===== src/rtl/issue_decode_if.sv =====
// Handshake and data bundle between the fetch buffer, the issue decode stage
// and the register-read/issue stage.
//   in_valid/in_ready/in_instr : fetch bundle offered to the decoder
//   out_valid/out_ready        : issue group handshake
//   out_lane_valid             : lanes present in the current group
//   out_ctrl                   : 12-bit control word per lane
//   out_instr                  : raw instruction per lane
//   out_illegal/out_jump       : per-lane decode flags
// master = producer/consumer side (fetch + issue), slave = decode stage.
interface issue_decode_if #(
    parameter int ISSUE_W = 2
);
    logic                    in_valid;
    logic                    in_ready;
    logic [32*ISSUE_W-1:0]   in_instr;
    logic                    out_valid;
    logic                    out_ready;
    logic [ISSUE_W-1:0]      out_lane_valid;
    logic [12*ISSUE_W-1:0]   out_ctrl;
    logic [32*ISSUE_W-1:0]   out_instr;
    logic [ISSUE_W-1:0]      out_illegal;
    logic [ISSUE_W-1:0]      out_jump;

    modport master (
        output in_valid, in_instr, out_ready,
        input  in_ready, out_valid, out_lane_valid, out_ctrl, out_instr,
               out_illegal, out_jump
    );

    modport slave (
        input  in_valid, in_instr, out_ready,
        output in_ready, out_valid, out_lane_valid, out_ctrl, out_instr,
               out_illegal, out_jump
    );
endinterface


===== src/rtl/issue_decode_stage.sv =====
// ISSUE_W-lane control decoder. Latches a fetch bundle, decodes every lane
// into {RegWrite,MemtoReg,MemWrite,ALUSrc,RegDst,Branch,BranchN,SignExt,
// ALUControl[3:0]} and issues the bundle as in-order groups, splitting on
// intra-group RAW hazards, memory-port budget and after branch/jump/illegal.
// Ports:
//   clk   : clock
//   reset : synchronous active-high reset
//   bus   : issue_decode_if.slave (input bundle handshake, registered
//           issue group output)
// Optional feature: define ISSUE_DECODE_JUMP_EN to decode opcode 0x02 (j);
// otherwise j is illegal and out_jump is tied to zero.
module issue_decode_stage #(
    parameter int ISSUE_W   = 2,
    parameter int MEM_PORTS = 1
) (
    input  logic           clk,
    input  logic           reset,
    issue_decode_if.slave  bus
);
    localparam logic [2:0] MEM_LIM = 3'(MEM_PORTS);

    typedef struct packed {
        logic [11:0] ctrl;
        logic        illegal;
        logic        jump;
        logic        term;    // ends the group it joins
        logic        mem;
        logic        wr;      // RegWrite with a non-zero destination
        logic        use_rt;
        logic [4:0]  dest;
        logic [4:0]  rs;
        logic [4:0]  rt;
    } dec_t;

    logic [32*ISSUE_W-1:0] b_q;
    logic [ISSUE_W-1:0]    pend_q;
    logic                  vld_q;
    logic [ISSUE_W-1:0]    lane_q, lane_d;
    logic [12*ISSUE_W-1:0] ctrl_q, ctrl_d;
    logic [32*ISSUE_W-1:0] instr_q, instr_d;
    logic [ISSUE_W-1:0]    ill_q, ill_d;

    dec_t                  dec [ISSUE_W];
    logic                  adv;
    logic                  in_rdy;

    // Per-lane decode from the bundle register
    always_comb begin
        for (int unsigned i = 0; i < ISSUE_W; i++) begin
            dec[i]    = '0;
            dec[i].rs = b_q[32*i+21 +: 5];
            dec[i].rt = b_q[32*i+16 +: 5];
            case (b_q[32*i+26 +: 6])
                6'h00: begin
                    dec[i].use_rt = 1'b1;
                    dec[i].ctrl   = 12'h880;
                    case (b_q[32*i +: 6])
                        6'h20: dec[i].ctrl[3:0] = 4'b0000;
                        6'h21: dec[i].ctrl[3:0] = 4'b0001;
                        6'h22: dec[i].ctrl[3:0] = 4'b0010;
                        6'h23: dec[i].ctrl[3:0] = 4'b0011;
                        6'h24: dec[i].ctrl[3:0] = 4'b0100;
                        6'h25: dec[i].ctrl[3:0] = 4'b0101;
                        6'h26: dec[i].ctrl[3:0] = 4'b0110;
                        6'h27: dec[i].ctrl[3:0] = 4'b0111;
                        6'h2A: dec[i].ctrl[3:0] = 4'b1100;
                        6'h2B: dec[i].ctrl[3:0] = 4'b1101;
                        default: begin
                            dec[i].ctrl    = '0;
                            dec[i].illegal = 1'b1;
                        end
                    endcase
                end
                6'h23: begin dec[i].ctrl = 12'hD10; dec[i].mem = 1'b1; end
                6'h2B: begin
                    dec[i].ctrl   = 12'h310;
                    dec[i].mem    = 1'b1;
                    dec[i].use_rt = 1'b1;
                end
                6'h04: begin dec[i].ctrl = 12'h053; dec[i].term = 1'b1; dec[i].use_rt = 1'b1; end
                6'h05: begin dec[i].ctrl = 12'h033; dec[i].term = 1'b1; dec[i].use_rt = 1'b1; end
                6'h08: dec[i].ctrl = 12'h910;
                6'h09: dec[i].ctrl = 12'h901;
                6'h0C: dec[i].ctrl = 12'h904;
                6'h0D: dec[i].ctrl = 12'h905;
                6'h0E: dec[i].ctrl = 12'h906;
`ifdef ISSUE_DECODE_JUMP_EN
                6'h02: dec[i].jump = 1'b1;
`endif
                default: dec[i].illegal = 1'b1;
            endcase
            if (dec[i].illegal || dec[i].jump)
                dec[i].term = 1'b1;
            dec[i].dest = dec[i].ctrl[7] ? b_q[32*i+11 +: 5] : b_q[32*i+16 +: 5];
            dec[i].wr   = dec[i].ctrl[11] && (dec[i].dest != 5'd0);
        end
    end

    // Group formation: grow upward from the lowest pending lane until a
    // hazard, the memory budget or a terminating lane stops it.
    logic [ISSUE_W-1:0] grp;
    always_comb begin
        logic       started;
        logic       stop;
        logic       raw;
        logic [2:0] memcnt;
        grp     = '0;
        started = 1'b0;
        stop    = 1'b0;
        memcnt  = '0;
        for (int unsigned i = 0; i < ISSUE_W; i++) begin
            raw = 1'b0;
            for (int unsigned j = 0; j < i; j++) begin
                if (grp[j] && dec[j].wr &&
                    ((dec[j].dest == dec[i].rs) ||
                     (dec[i].use_rt && (dec[j].dest == dec[i].rt))))
                    raw = 1'b1;
            end
            if (!stop) begin
                if (pend_q[i]) begin
                    if (!started || (!raw && ((memcnt + 3'(dec[i].mem)) <= MEM_LIM))) begin
                        grp[i]  = 1'b1;
                        started = 1'b1;
                        memcnt  = memcnt + 3'(dec[i].mem);
                        stop    = dec[i].term;
                    end else begin
                        stop = 1'b1;
                    end
                end else if (started) begin
                    stop = 1'b1;
                end
            end
        end
    end

    // Lanes outside the group are zeroed in the output register
    always_comb begin
        lane_d  = grp;
        ctrl_d  = '0;
        instr_d = '0;
        ill_d   = '0;
        for (int unsigned i = 0; i < ISSUE_W; i++) begin
            if (grp[i]) begin
                ctrl_d[12*i +: 12]  = dec[i].ctrl;
                instr_d[32*i +: 32] = b_q[32*i +: 32];
                ill_d[i]            = dec[i].illegal;
            end
        end
    end

    assign adv    = !vld_q || bus.out_ready;
    assign in_rdy = (pend_q == '0) || (adv && (grp == pend_q));

    always_ff @(posedge clk) begin
        if (bus.in_valid && in_rdy)
            b_q <= bus.in_instr;
    end

    always_ff @(posedge clk) begin
        if (reset) begin
            pend_q  <= '0;
            vld_q   <= 1'b0;
            lane_q  <= '0;
            ctrl_q  <= '0;
            instr_q <= '0;
            ill_q   <= '0;
        end else begin
            if (adv) begin
                if (pend_q != '0) begin
                    vld_q   <= 1'b1;
                    lane_q  <= lane_d;
                    ctrl_q  <= ctrl_d;
                    instr_q <= instr_d;
                    ill_q   <= ill_d;
                end else begin
                    vld_q <= 1'b0;
                end
            end
            // A new bundle may overwrite the mask as its predecessor's last group issues
            if (bus.in_valid && in_rdy)
                pend_q <= '1;
            else if (adv && (pend_q != '0))
                pend_q <= pend_q & ~grp;
        end
    end

`ifdef ISSUE_DECODE_JUMP_EN
    logic [ISSUE_W-1:0] jmp_q, jmp_d;
    always_comb begin
        jmp_d = '0;
        for (int unsigned i = 0; i < ISSUE_W; i++)
            jmp_d[i] = grp[i] && dec[i].jump;
    end
    always_ff @(posedge clk) begin
        if (reset)
            jmp_q <= '0;
        else if (adv && (pend_q != '0))
            jmp_q <= jmp_d;
    end
    assign bus.out_jump = jmp_q;
`else
    assign bus.out_jump = '0;
`endif

    assign bus.in_ready       = in_rdy;
    assign bus.out_valid      = vld_q;
    assign bus.out_lane_valid = lane_q;
    assign bus.out_ctrl       = ctrl_q;
    assign bus.out_instr      = instr_q;
    assign bus.out_illegal    = ill_q;
endmodule

===== src/flat_wrapper.sv =====
// flat-port wrapper written by rule: the top's interface ports become plain ports
module issue_decode_stage_flat 
#(
    parameter int ISSUE_W   = 2,
    parameter int MEM_PORTS = 1
)
  (clk, reset, bus_in_valid, bus_in_instr, bus_out_ready, bus_in_ready, bus_out_valid, bus_out_lane_valid, bus_out_ctrl, bus_out_instr, bus_out_illegal, bus_out_jump);
  issue_decode_if #(.ISSUE_W(ISSUE_W)) bus_i ();
  input  logic clk;
  input  logic reset;
  input wire logic [$bits(bus_i.in_valid)-1:0] bus_in_valid;
  input wire logic [$bits(bus_i.in_instr)-1:0] bus_in_instr;
  input wire logic [$bits(bus_i.out_ready)-1:0] bus_out_ready;
  output wire logic [$bits(bus_i.in_ready)-1:0] bus_in_ready;
  output wire logic [$bits(bus_i.out_valid)-1:0] bus_out_valid;
  output wire logic [$bits(bus_i.out_lane_valid)-1:0] bus_out_lane_valid;
  output wire logic [$bits(bus_i.out_ctrl)-1:0] bus_out_ctrl;
  output wire logic [$bits(bus_i.out_instr)-1:0] bus_out_instr;
  output wire logic [$bits(bus_i.out_illegal)-1:0] bus_out_illegal;
  output wire logic [$bits(bus_i.out_jump)-1:0] bus_out_jump;
  assign bus_i.in_valid = bus_in_valid;
  assign bus_i.in_instr = bus_in_instr;
  assign bus_i.out_ready = bus_out_ready;
  assign bus_in_ready = bus_i.in_ready;
  assign bus_out_valid = bus_i.out_valid;
  assign bus_out_lane_valid = bus_i.out_lane_valid;
  assign bus_out_ctrl = bus_i.out_ctrl;
  assign bus_out_instr = bus_i.out_instr;
  assign bus_out_illegal = bus_i.out_illegal;
  assign bus_out_jump = bus_i.out_jump;
  issue_decode_stage #(.ISSUE_W(ISSUE_W), .MEM_PORTS(MEM_PORTS)) u_core (.clk(clk), .reset(reset), .bus(bus_i));
endmodule

===== config.mk =====
export PLATFORM = sky130hd
export DESIGN_NAME = issue_decode_stage_flat
export DESIGN_NICKNAME = d
export VERILOG_FILES = /design/src/rtl/issue_decode_if.sv /design/src/rtl/issue_decode_stage.sv /design/src/flat_wrapper.sv
export SDC_FILE = /design/constraint.sdc
export NUM_CORES = 1
export LEC_CHECK = 0
export BUFFER_PORTS_ARGS = -buffer_cell sky130_fd_sc_hd__buf_2
export CAP_MARGIN = 40
export CORE_UTILIZATION = 48
export CTS_CLUSTER_DIAMETER = 200
export DETAILED_ROUTE_END_ITERATION = 12
export GPL_TIMING_DRIVEN = 0
export PLACE_DENSITY = 0.76
export SLEW_MARGIN = 15
export SYNTH_ARGS = -nofsm -noshare
export SYNTH_HDL_FRONTEND = slang
export SYNTH_SLANG_ARGS = --single-unit

===== constraint.sdc =====
create_clock -name clk -period 4.3 [get_ports clk]
set_clock_uncertainty 0.05 [all_clocks]
set_input_delay 0 -clock clk [delete_from_list [all_inputs] [get_ports clk]]
set_output_delay 0 -clock clk [all_outputs]
set_load 0.02 [all_outputs]

==> metrics.md, run 1 <==
| Metric | Value |
|---|---|
| DP Cell Count | 930 |
| Drt wl/cell | 17.9 um |
| DRC | 0 |
| Area growth, synth to finish | 35.4% |
| Pre-antenna DRT Iters | 7 |
| IO buf count | 160 |
| DR iter-0 viols | 507 |
| Crit path max-delay cell type | or4_1 |
| Mapped Cells | 596 |
| Pins Over Slew Limit | 0 |
| Post_cts resized | 0 |
| Setup WS pre-CTS | approximately 0.53 ns |
| Critical path class | reg2reg |
| Grt total ovfl | 0 |
| Vias | 5,763 |
| Antenna-violating nets left | 0 |
| Hpwl dp | 11,900 um |
| Largest stage delay, worst path | 0.53 ns |
| RSZ-0062 raised after global routing | no |
| Max VDD drop | 0.312 mV |
| Static leakage | approximately 3.5 nW |
| Sequential share of the synthesized area | about 59% |
| Synth warnings | 0 |
| Status | complete, no violations |
| Die width | 118 um |
| Clock power frac | 38.3% |
| Final period util | 89.0% |
| Hold_sp | reset |
| NetSw | 1.05 mW |
| CP cell instances | or4_1 -> nor2_1 -> a211oi_2 -> o221ai_1 -> buf_2 -> nand3_1 -> or2_2 -> ha_1 -> a21o_1 -> nand2_1 -> inv_4 -> buf_16 |
| Seq pwr share | 47.4% |
| Die height | 118 um |
| Max Cap Violations | 0 |
| Final Non-Filler Cells | between 1,000 and 1,500 |
| Clock root buffer | clkbuf_16 |
| Crit path from | u_core.b_q[18] |
| Tightest Pin Transition | 0.792 ns |
| Pint | 2.67 mW |
| Startpoint type of the worst setup path | register |
| Total GRT Usage | 27.0% |
| Synthesized area | 6440 um^2 |
| Post-synth EDFFs | 64 |
| Worst path required time | 4.38 ns |
| First-pass GRT wire length | 29,300 um |
| Core Area | 12,800 um^2 |
| Num CTS Buffers | 17 |
| WP data arrival | 3.90 ns |
| WL final | 18,400 um |
| Crit end category | register |
| Sw Share | 28.2% |
| Relative slew slack | between 40% and 50% |
| H-Tree Depth | 4 |
| Worst Path Max Fanout | 48 |
| Initial core utilization | 50.2% |
| # rows | between 40 and 50 |
| Comb power frac | 14.3% |
| Die area | 13,900 um^2 |
| CTS tree | built |
| Min cycle time layout | 3.83 ns |
| Power Density | between 400 and 500 nW/um^2 |
| Fmax | 0.261 GHz |
| Max clock buf depth | 2 |
| Initial antenna violation count | 0 |
| # IOs | 164 |
| Fin. Hold Viols | 0 |
| Endpoints failing setup | 0 |
| Crit Reg-Reg Startpoint | u_core.b_q[18] |
| Distinct cell type count after synthesis | 54 |
| Clock sinks | 159 |
| Number of vias per cell | ~5.6 |
| Post-synth ARST share | 0% |
| Clock Latency Late Sink | about 0.44 ns |
| Setup WS post-layout | 0.471 ns |
| Nets@finish | 913 |
| Clock transition at path regs | about 0.07 ns |
| RD Place Congestion | 0.974 |
| Largest net degree at the start of global routing | 49 |
| Layout cells sized above 1 | roughly 30% |
| Fillers | slightly below 1,000 |
| Syn_area_per_cell | ~11 um^2 |
| Worst min-delay path category | in2reg |
| Number of global-route vias before repair | 5,847 |
| #FFs+latches synth | 159 |
| Antenna cells | 0 |
| Ys flop type | dfxtp_1 |
-- cell type report --
cell class              instances  area, um^2  share of cell area [%]
flip-flops and latches        159        3820                    43.9
multi-input cells             382        2340                    26.8
repair buffers                228        1500                    17.2
clock buffers                  18         450                    5.17
plain buffers                  48         251                    2.89
well taps                     172         215                    2.47
clock inverters                14         106                    1.22
inverters                       8        32.5                   0.373
-- sequential cells by signal, summed over array words and instances (netlist names) --
register	count
u_core.b_q	64
u_core.bus.out_ctrl	24
u_core.bus.out_illegal	2
u_core.bus.out_instr	64
u_core.bus.out_lane_valid	2
u_core.bus.out_valid	1
u_core.pend_q	2
-- cells in the final DEF (no fill, tap or decap), types with 15 or more instances in the layout --
cell type	synthesis	routed
clkbuf_1	29	29
a22oi_1	36	36
nand4_1	31	31
nand2_1	67	67
dfxtp_1	95	95
edfxtp_1	64	64
dlygate4sd3_1	0	67
buf_2	11	171
o21ai_2	31	31
clkbuf_16	0	18
a21oi_1	15	15
nor2_1	60	60
-- cells by family after synthesis --
| kind of cell | Yosys count | synth area share (%) |
|---|---|---|
| and+or+nand+nor | 213 | 15.8 |
| adders and majority gates | 1 | 0.194 |
| AOI/OAI and AO/OA | 147 | 17.5 |
| other | 1 | 0.0582 |
| muxes | 3 | 0.486 |
| DFF | 159 | 59.4 |
| xor gates and xnor gates | 16 | 2.18 |
| buffers and inverters | 56 | 4.37 |
-- stage by stage --
step           setup TNS, ns  cell area, um^2  util (%)  total power [mW]  hold WS (ns)
3_3_place_gp          -47.60             7460      58.2              2.24         0.127
5_1_grt                    0             8720      68.0              3.83         0.190
3_5_place_dp               0             7490      58.4              2.26         0.128
4_1_cts                    0             8720      68.0              3.72         0.122
6_report                   0             8720      68.0              3.71         0.132
2_1_floorplan              0             6440         -              2.08        0.0489
-- Yosys cell counts, drive strengths merged, types with 2 or more instances --
library cell,n,area share [%]
clkbuf,30,1.8
nand4,31,3.0
mux2i,2,0.31
nor2,62,3.7
o32ai,2,0.27
xor2,2,0.27
o22ai,5,0.49
a2111oi,2,0.66
nor3b,2,0.23
o221ai,2,0.27
a21oi,15,1.2
xnor2,14,1.9
o21a,3,0.35
nor2b,10,0.97
a32oi,4,0.54
nor3,7,0.54
nor4,3,0.29
a211oi,4,0.62
nand2,67,3.9
or4,2,0.23
inv,8,0.47
nand2b,5,0.49
dfxtp,95,30
o31ai,6,0.70
nand3,13,1.1
and3,3,0.29
o2111ai,7,0.95
edfxtp,64,30
a22oi,36,4.2
nand4b,5,0.68
o211ai,2,0.23
and4b,2,0.31
o21ai,53,5.9
buf,18,2.1
-- worst paths after layout --
| check | endpoint | slack (ns) | cells after the start |
|---|---|---|---|
| worst max-delay path | u_core.b_q[8] | 0.47 | 12 |
| worst min-delay path | u_core.bus.out_instr[1] | 0.13 | 3 |
| worst min register to register | u_core.bus.out_instr[61] | 0.40 | 2 |
| worst max register to register | u_core.b_q[8] | 0.47 | 12 |
-- power by group through the flow --
stage / logic [mW] / registers (mW) / clock network [mW]
2_1_floorplan: 0.252 / 1.83 / 0
3_5_place_dp: 0.471 / 1.79 / 0
6_report: 0.530 / 1.76 / 1.42
4_1_cts: 0.523 / 1.76 / 1.44
3_3_place_gp: 0.447 / 1.79 / 0
5_1_grt: 0.572 / 1.77 / 1.49
-- per-layer routing --
| metal | vias to the layer above | GRT usage, % | share of wire [%] |
|---|---|---|---|
| met1 | 2801 | 31.7 | 41 |
| li1 | 2689 | - | - |
| met5 | - | 0 | 0 |
| met2 | 227 | 46.5 | 51 |
| met4 | 0 | 11.8 | 2.8 |
| met3 | 46 | 7.12 | 5.6 |
-- what timing repair did --
action                    in CTS  in global routing
setup buffers                  0                  0
hold buffers                  67                  0
hold endpoints to repair      67                  0
-- critical path, delay by kind of cell (launching register included) --
kind	cells	cell delay (ns)
buf+inv	3	0.83
fa+ha+maj	1	0.29
flops	1	0.52
compound gates	3	0.48
simple gates	5	1.29
No activity file was read; power rests on OpenSTA's default activity.
==> run 2: changes to the inputs <==
--- a/config.mk
+++ b/config.mk
@@ -7,11 +7,11 @@
 export LEC_CHECK = 0
 export BUFFER_PORTS_ARGS = -buffer_cell sky130_fd_sc_hd__buf_2
 export CAP_MARGIN = 40
-export CORE_UTILIZATION = 48
+export CORE_MARGIN = 4
+export CORE_UTILIZATION = 30
 export CTS_CLUSTER_DIAMETER = 200
 export DETAILED_ROUTE_END_ITERATION = 12
 export GPL_TIMING_DRIVEN = 0
-export PLACE_DENSITY = 0.76
 export SLEW_MARGIN = 15
 export SYNTH_ARGS = -nofsm -noshare
 export SYNTH_HDL_FRONTEND = slang
==> run 2 against run 1 <==
Net effect:
- clock power rose by 4%
- worst hold slack improved by 0.030 ns
- core utilization fell by 26 points
- global-route usage fell by 11 points
- via count fell by 4.8%
- final area rose by 1.6%
- critical path depth did not move
- die area rose by 72%
- first-iteration DRC count fell by 18%
- maximum frequency fell by 2.2%
- sequential share of layout area fell by 0.67 points
- total power rose by 0.93%
- critical endpoint is now u_core.b_q[46]
==> metrics.md, run 2 (synthesized netlist as in run 1, its figures left out) <==
| Metric | Value |
|---|---|
| Sw Share | 27.6% (-0.54 points) |
| Static leakage | 3.50 nW (+0.22%) |
| Most frequent cells in the layout | buf_2 (171), dfxtp_1 (95), nand2_1 (67), dlygate4sd3_1 (67), edfxtp_1 (64) |
| Fmax | 0.255 GHz (-2.2%) |
| Initial antenna violation count | 0 (unchanged) |
| Largest net degree at the start of global routing | 38 (-22%) |
| Pre-antenna DRT Iters | 5 (-2) |
| GRT busiest layer | met2 |
| IO buf count | 160 (unchanged) |
| Crit Reg-Reg Startpoint | u_core.b_q[17] |
| Grt met1 use | 20.2% (-11 points) |
| Layout cells sized above 1 | 29.6% (unchanged) |
| Seq pwr share | 46.9% (-0.5 points) |
| Critical path class | reg2reg |
| Fin. Hold Viols | 0 (unchanged) |
| DRC | 0 (unchanged) |
| First-pass GRT wire length | 29,600 um (+0.87%) |
| Setup WS post-layout | 0.386 ns (-0.0853 ns) |
| H-Tree Depth | 4 (unchanged) |
| Endpoints failing setup | 0 (unchanged) |
| Startpoint type of the worst setup path | register |
| Max VDD drop | 0.286 mV (-8.6%) |
| Crit path max-delay cell type | or4_1 |
| DR iter-0 viols | 417 (-18%) |
| RD Place Congestion | 0.869 (-11%) |
| Total GRT Usage | 15.7% (-11 points) |
| Crit Reg-Reg Endpoint | u_core.b_q[46] |
| Pins Over Slew Limit | 0 (unchanged) |
| CTS tree | built |
| Max clock buf depth | 2 (unchanged) |
| RSZ-0062 raised after global routing | no |
| Core Area | 21,100 um^2 (+64%) |
| Vias | 5,486 (-4.8%) |
| Num CTS Buffers | 17 (unchanged) |
| Grt met3 use | 3.27% (-3.8 points) |
| Clock power frac | 39.1% (+0.8 points) |
| Worst min-delay path category | in2reg |
| Number of vias per cell | 4.85 (-13%) |
| # IOs | 164 (unchanged) |
| Commonest non-fill, non-tap cell in the layout | buf_2 |
| Post_cts resized | 0 (unchanged) |
| Die height | 155 um (+31%) |
| Antenna-violating nets left | 0 (unchanged) |
| Antenna cells | 0 (unchanged) |
| WP data arrival | 3.97 ns (+0.07 ns) |
| Crit path from | u_core.b_q[17] |
| Fin util | 42.0% (-26 points) |
| Drt wl/cell | 16.6 um (-7.0%) |
| Hpwl dp | 13,300 um (+11%) |
| NetSw | 1.04 mW (-1.0%) |
| Setup TNS | 0 ns (unchanged) |
| Initial core utilization | 30.5% (-20 points) |
| Grt total ovfl | 0 (unchanged) |
| Crit end category | register |
| Clock root buffer | clkbuf_16 |
| Clock transition at path regs | 0.06 ns (about the same) |
| Tot Pwr | 3.75 mW (+0.93%) |
| Clock Latency Late Sink | 0.42 ns (-0.02 ns) |
| Dpl cell area | 7610 um^2 (+1.6%) |
| Post-CTS Repair Setup Buffers | 0 (unchanged) |
| Die width | 155 um (+31%) |
| Largest stage delay, worst path | 0.55 ns (+0.02 ns) |
| Final instance area | 8850 um^2 (+1.6%) |
| Worst path required time | 4.36 ns (-0.02 ns) |
| Area growth, synth to finish | 37.5% |
| Worst Setup EP | u_core.b_q[46] |
| Nets@finish | 913 (unchanged) |
| Met2 global-route usage | 26.3% (-20 points) |
| Number of global-route vias before repair | 5,413 (-7.4%) |
| Fillers | 2,089 (+110%) |
| Status | complete, no violations |
| Relative slew slack | 43.9% (-3.2 points) |
| # rows | 53 (+29%) |
| Tightest Pin Transition | 0.839 ns (+0.0471 ns) |
| Power Density | 423 nW/um^2 (-0.61%) |
| Min cycle time layout | 3.91 ns (+0.0853 ns) |
| Final period util | 91.0% (+2.0 points) |
| Pint | 2.71 mW (+1.7%) |
| Worst reg-to-reg setup slack | 0.39 ns (-0.09 ns) |
| Worst R2R Path Depth | 12 (unchanged) |
| Max Cap Violations | 0 (unchanged) |
| Setup WS pre-CTS | 0.383 ns (-0.143 ns) |
| Die area | 23,900 um^2 (+72%) |
| CP cell instances | or4_1 -> nor2_1 -> a211oi_2 -> o21ai_2 -> a2111oi_4 -> buf_6 -> or2_2 -> ha_1 -> a21o_1 -> nand2_1 -> inv_4 -> buf_12 |
| Comb power frac | 14.0% (-0.3 points) |
| WL final | 18,800 um (+2.3%) |
| Worst Path Max Fanout | 37 (-23%) |
| Hold depth | 3 (unchanged) |
| Clock sinks | 159 (unchanged) |
-- run 2: cell type report --
type	count	area [um^2]	share of cell area [%]
clock buffers	19	443	5.00
clock inverters	13	128	1.44
inverters	8	32.5	0.368
well taps	275	344	3.89
plain buffers	48	251	2.84
multi-input cells	382	2340	26.4
flip-flops and latches	159	3820	43.2
repair buffers	228	1490	16.9
-- run 2: power groups by stage --
stage               sequential, mW  clock [mW]  combinational (mW)
finish                        1.76        1.47               0.524
global route                  1.77        1.57               0.573
CTS                           1.76        1.50               0.527
detailed placement            1.79           0               0.477
global placement              1.79           0               0.466
floorplan                     1.83           0               0.252
-- run 2: how the worst min path moves through the flow --
stage / startpoint / end / slack [ns]
finish: reset / u_core.bus.out_instr[16] / 0.16
global route: reset / u_core.bus.out_instr[15] / 0.21
CTS: reset / u_core.bus.out_instr[2] / 0.16
detailed placement: bus_in_instr[38] / u_core.b_q[38] / 0.13
global placement: bus_in_instr[45] / u_core.b_q[45] / 0.13
floorplan: bus_in_instr[0] / u_core.b_q[0] / 0.05
-- run 2: critical path: cells and delay by family, from the launching register on --
| kind | cells | cell delay [ns] |
|---|---|---|
| and+or+nand+nor | 4 | 1.16 |
| adders and majority gates | 1 | 0.28 |
| DFF | 1 | 0.50 |
| AOI/OAI and AO/OA | 4 | 0.77 |
| buffers and inverters | 3 | 0.81 |
-- run 2: what timing repair did --
item | in CTS | in global routing
endpoints found under the hold margin | 67 | 0
setup endpoints to repair | 0 | 0
hold buffers | 67 | 0
-- run 2: per-layer routing --
metal  part of all wire (%)  wire length, um
met5                      0                0
met3                    4.6              862
met2                     49             9320
met4                    1.8              331
met1                     44             8330
-- run 2: through the flow --
| step | instances | hold slack, ns |
|---|---|---|
| after floorplan | 597 | 0.0489 |
| after global placement | 1032 | 0.126 |
| after detailed placement | 1033 | 0.128 |
| after CTS | 1132 | 0.162 |
| after global routing | 1132 | 0.212 |
| final | 1132 | 0.162 |
